$ cat src/rtl/mac_dsr_frame.sv
// Pipelined signed multiply-accumulate producing framed dot products of programmable length.
// Optional saturating accumulation with overflow flag: define MAC_DSR_FRAME_SAT_EN.
module mac_dsr_frame #(
    parameter int DATA_W = 8,
    parameter int ACC_W  = 16,
    parameter int CNT_W  = 8
) (
    input  logic                     clk,
    input  logic                     reset,
    input  logic signed [DATA_W-1:0] a,
    input  logic signed [DATA_W-1:0] b,
    input  logic                     in_valid,
    input  logic        [CNT_W-1:0]  len,
    input  logic                     clear,
    output logic signed [ACC_W-1:0]  z,
    output logic                     out_valid,
    output logic                     busy,
    output logic                     ovf
);

    localparam int PROD_W = 2 * DATA_W;

    generate
        if (ACC_W < 2 * DATA_W) begin : g_bad_acc_w
            $fatal(1, "mac_dsr_frame: ACC_W must be >= 2*DATA_W");
        end
    endgenerate

    logic signed [DATA_W-1:0] a_q, b_q;
    logic                     v1_q, v2_q;
    logic signed [PROD_W-1:0] prod_q;
    logic signed [ACC_W-1:0]  acc_q, acc_d;
    logic signed [ACC_W-1:0]  z_q, z_d;
    logic signed [ACC_W-1:0]  prod_ext, acc_next;
    logic        [CNT_W-1:0]  cnt_q, cnt_d;
    logic        [CNT_W-1:0]  len_q, len_d;
    logic        [CNT_W-1:0]  len_eff, len_cur;
    logic                     out_valid_q, out_valid_d;
    logic                     first, last;

    assign prod_ext = ACC_W'(prod_q);
    assign first    = (cnt_q == '0);
    assign len_eff  = (len == '0) ? CNT_W'(1) : len;
    // The frame length is latched only when the first product lands, so use the live input then.
    assign len_cur  = first ? len_eff : len_q;
    assign last     = (cnt_q == len_cur - CNT_W'(1));

`ifdef MAC_DSR_FRAME_SAT_EN
    localparam logic signed [ACC_W-1:0] ACC_MAX = {1'b0, {(ACC_W-1){1'b1}}};
    localparam logic signed [ACC_W-1:0] ACC_MIN = {1'b1, {(ACC_W-1){1'b0}}};

    logic signed [ACC_W:0] sum_wide;
    logic                  clip;
    logic                  ovf_q, ovf_d;
    logic                  frame_clip_q, frame_clip_d;

    always_comb begin
        sum_wide = (ACC_W+1)'(acc_q) + (ACC_W+1)'(prod_ext);
        clip     = !first && (sum_wide[ACC_W] != sum_wide[ACC_W-1]);
        if (first) begin
            acc_next = prod_ext;
        end else if (clip) begin
            acc_next = sum_wide[ACC_W] ? ACC_MIN : ACC_MAX;
        end else begin
            acc_next = sum_wide[ACC_W-1:0];
        end
    end
`else
    always_comb begin
        acc_next = first ? prod_ext : acc_q + prod_ext;
    end
`endif

    always_comb begin
        acc_d       = acc_q;
        cnt_d       = cnt_q;
        len_d       = len_q;
        z_d         = z_q;
        out_valid_d = 1'b0;
`ifdef MAC_DSR_FRAME_SAT_EN
        ovf_d        = ovf_q;
        frame_clip_d = frame_clip_q;
`endif
        if (v2_q) begin
            if (first) begin
                len_d = len_eff;
            end
            if (last) begin
                z_d         = acc_next;
                out_valid_d = 1'b1;
                cnt_d       = '0;
                acc_d       = '0;
`ifdef MAC_DSR_FRAME_SAT_EN
                ovf_d        = frame_clip_q | clip;
                frame_clip_d = 1'b0;
`endif
            end else begin
                acc_d = acc_next;
                cnt_d = cnt_q + CNT_W'(1);
`ifdef MAC_DSR_FRAME_SAT_EN
                frame_clip_d = frame_clip_q | clip;
`endif
            end
        end
    end

    always_ff @(posedge clk) begin
        if (reset) begin
            a_q         <= '0;
            b_q         <= '0;
            v1_q        <= 1'b0;
            prod_q      <= '0;
            v2_q        <= 1'b0;
            acc_q       <= '0;
            cnt_q       <= '0;
            len_q       <= '0;
            z_q         <= '0;
            out_valid_q <= 1'b0;
`ifdef MAC_DSR_FRAME_SAT_EN
            ovf_q        <= 1'b0;
            frame_clip_q <= 1'b0;
`endif
        end else begin
            a_q    <= a;
            b_q    <= b;
            prod_q <= PROD_W'(a_q) * PROD_W'(b_q);
            if (clear) begin
                // Flush: in-flight qualifiers and the partial frame vanish; z and len_q persist.
                v1_q        <= 1'b0;
                v2_q        <= 1'b0;
                acc_q       <= '0;
                cnt_q       <= '0;
                out_valid_q <= 1'b0;
`ifdef MAC_DSR_FRAME_SAT_EN
                ovf_q        <= 1'b0;
                frame_clip_q <= 1'b0;
`endif
            end else begin
                v1_q        <= in_valid;
                v2_q        <= v1_q;
                acc_q       <= acc_d;
                cnt_q       <= cnt_d;
                len_q       <= len_d;
                z_q         <= z_d;
                out_valid_q <= out_valid_d;
`ifdef MAC_DSR_FRAME_SAT_EN
                ovf_q        <= ovf_d;
                frame_clip_q <= frame_clip_d;
`endif
            end
        end
    end

    assign z         = z_q;
    assign out_valid = out_valid_q;
    assign busy      = (cnt_q != '0) | v1_q | v2_q;
`ifdef MAC_DSR_FRAME_SAT_EN
    assign ovf = ovf_q;
`else
    assign ovf = 1'b0;
`endif

endmodule

$ cat config.mk
export PLATFORM = sky130hd
export DESIGN_NAME = mac_dsr_frame
export DESIGN_NICKNAME = d
export VERILOG_FILES = /design/src/rtl/mac_dsr_frame.sv
export SDC_FILE = /design/constraint.sdc
export NUM_CORES = 1
export LEC_CHECK = 0
export CORE_MARGIN = 2
export CORE_UTILIZATION = 45
export DETAILED_ROUTE_END_ITERATION = 12
export PLACE_DENSITY_LB_ADDON = 0.1
export SLEW_MARGIN = 20
export SYNTH_ARGS = -nofsm -noshare
export SYNTH_HDL_FRONTEND = slang
export SYNTH_SLANG_ARGS = --single-unit
$ cat constraint.sdc
create_clock -name clk -period 11.6 [get_ports clk]
set_input_delay 2.32 -clock clk [delete_from_list [all_inputs] [get_ports clk]]
set_output_delay 2.32 -clock clk [all_outputs]
set_load 0.02 [all_outputs]
==> impl_metrics.ini <==
[placed_design]
io_buffers = 45
dpl.hpwl_um = 10500
place_congestion = 0.884

[timing]
clock_skew_ns = 0.00500
slew_violations = 0
hold_viol = 0
tightest_slew_ns = 0.953
rsz0062_at_grt = no
fmax_mhz = 178
setup_tns_ns = 0
setup_violations = 0
finalCritPeriodShare_pct = 48.5
maxSlewHeadroom_pct = 36.3
fin_hold_ws_ns = 0.464
min_period_ns = 5.63

[logic_synthesis]
synth_compound_area_share_pct = 13.4
synth_top_family_by_area = adder cells
synth-simple-area-share_pct = 20.2
mappedNetlistArea_um2 = 6540
synth_mux_area_share_pct = 2.77
synth_edf_count = 0
synthAdderAreaFrac_pct = 26.1
yosys_warnings = 0
yosysUniqueCellTypes = 65
async_flop_share_pct = 0
syn-num-nets = 855
synth_seq_area_share_pct = 25.4
synth_flop_cell = dfxtp_1
yosys_register_bits = 83
syn_avg_cell_area_um2 = 9.03
synthCells = 724
synth_xor_area_share_pct = 5.36

[route]
wire_per_inst_um = 14.1
ant_nets = 0
first_pass_iters = 4
drtIter0Drc = 155
route.detailed.drc = 0
wirelength_um = 13400
viasPerCell = 5.16
route.vias.total = 4908

[pwr]
sw_frac_of_total_pct = 28.1
internal_power_uw = 593
clkPwrFrac_pct = 40.2
total_power_uw = 825
p_leak_nw = 3.20
power.switching_uw = 232
irDropWorstVdd_mv = 0.0799
power_density_nw_per_um2 = 110
sequentialPowerShare_pct = 38.1
combPwrFrac_pct = 21.7

[cts]
post_cts_buffers = 0
clk_latency_ns = 0.34
clkSinkCount = 83
h-tree-depth = 3
cts_buffer_depth = 2
tritoncts = done
cts_resized = 0
clockRootBuffer = clkbuf_16
numCtsBuffers = 9
clk_pin_slew_ns = 0.06
cts_hold_buffers = 0

[critical_path]
crit_path_start_kind = register
worstPathRequired_ns = 9.28
critical_path_class = register to primary output
rr_endpoint = prod_ext[15]
end_kind = primary output
r2r_slack_ns = 6.75
cp.arrival_ns = 3.31
reg2regPathDepth = 15
reg2reg_from = b_q[7]
crit_path_max_fanout = 22

[global_routing]
grt_first_pass_wirelength_um = 22900
grt_max_degree = 61
globalRouteOverflowTotal = 0
antenna_found_initial = 0
grt.total_usage_pct = 17.9
grt_pass1_vias = 4947

[final_layout]
layout.nets = 894
drive_gt1_share_pct = 5.73
syn2layout_area_growth_pct = 14.4
finalCoreUtilization_pct = 52.1
mostFrequentLayoutCells = 88 x inv_1, 83 x dfxtp_1, 56 x fa_1
layout_commonest_cell = inv_1
fillers = 1363
insertedDiodeCount = 0

[worst_hold_path]
hold_path.startpoint = v1_q
hold_end = v2_q
hold_class = register to register
hold_depth = 1

[floorplan]
ios = 47
std_cell_rows = 44
dieArea_um2 = 15500
die_w_um = 125
die_h_um = 125
core_area_um2 = 14400
start_util_pct = 45.5

[run_status]
status = completed

[run]
drv_cap = 0
## how the worst max path moves through the flow
| stage | start | to | slack [ns] | cells past startpoint |
|---|---|---|---|---|
| 2_1_floorplan | len[4] | acc_q[6] | 6.80 | 14 |
| 3_3_place_gp | len[3] | acc_q[7] | 5.87 | 14 |
| 3_5_place_dp | len[3] | acc_q[13] | 5.78 | 14 |
| 4_1_cts | cnt_q[0] | busy | 5.97 | 6 |
| 5_1_grt | cnt_q[0] | busy | 5.81 | 6 |
| 6_report | cnt_q[0] | busy | 5.97 | 6 |
## state kept, by name, indices dropped and copies added (netlist names)
name,count
a_q,8
acc_q,16
b_q,8
cnt_q,8
len_q,8
out_valid,1
prod_ext,16
v1_q,1
v2_q,1
z,16
## metrics by stage
stage	worst slack [ns]	instance area (um2)	instances
6_report	5.97	7480	952
5_1_grt	5.81	7480	952
4_1_cts	5.97	7470	952
3_5_place_dp	5.78	7130	936
3_3_place_gp	5.87	7130	936
2_1_floorplan	6.80	6540	724
## routing by layer
metal	vias up	share of wire (%)	global-route usage, %
met5	-	0	0
met4	0	2.2	6.35
met3	20	2.8	3.48
met2	75	50	32.4
met1	2339	45	21.0
li1	2474	-	-
## cells by family (layout without fill, tap and decap cells)
logic type | count (synthesis) | count (layout)
fa+ha+maj | 103 | 103
other cells | 1 | 1
mux | 17 | 17
simple gates | 248 | 248
xor+xnor | 40 | 40
compound gates | 124 | 124
buf+inv | 108 | 152
flops | 83 | 83
## synth_stat cells, types with 7 or more instances
cell / instances / area [um2]
clkbuf_1: 12 / 45.0
xnor2_1: 24 / 210
and2_1: 45 / 282
nor2_1: 51 / 191
a21o_1: 7 / 52.6
nand2b_1: 7 / 43.8
a21oi_1: 30 / 150
a211oi_2: 10 / 125
dfxtp_1: 83 / 1660
nor3_1: 9 / 45.0
xor2_1: 16 / 140
nand2_1: 55 / 206
nor2b_1: 32 / 200
inv_1: 88 / 330
nand3_1: 10 / 50.1
o21ai_0: 30 / 150
mux2i_1: 13 / 130
fa_1: 56 / 1120
ha_1: 47 / 588
a211oi_1: 8 / 60.1
## critical path, cell delays in order, from the launching register on
cell	delay [ns]
dfxtp_1	0.40
inv_1	0.13
ha_1	0.18
nor3b_1	0.46
nand2_1	0.71
or3_1	0.55
clkdlybuf4s50_1	0.54
## power groups by stage
| stage | clock network (mW) | registers [mW] | logic (mW) |
|---|---|---|---|
| detailed placement | 0 | 0.321 | 0.181 |
| global placement | 0 | 0.320 | 0.178 |
| CTS | 0.341 | 0.314 | 0.182 |
| finish | 0.332 | 0.314 | 0.179 |
| floorplan | 0 | 0.314 | 0.143 |
| global route | 0.353 | 0.316 | 0.207 |
## final cells by class
class	count	area [um2]	area share, %
inverter	89	334	4.47
multi-input combinational	533	4450	59.5
clock inverter	6	113	1.51
clock buffer	10	229	3.06
sequential	83	1660	22.2
tap	184	230	3.08
timing repair buffer	47	460	6.15
Power figures use the tool's default switching activity.
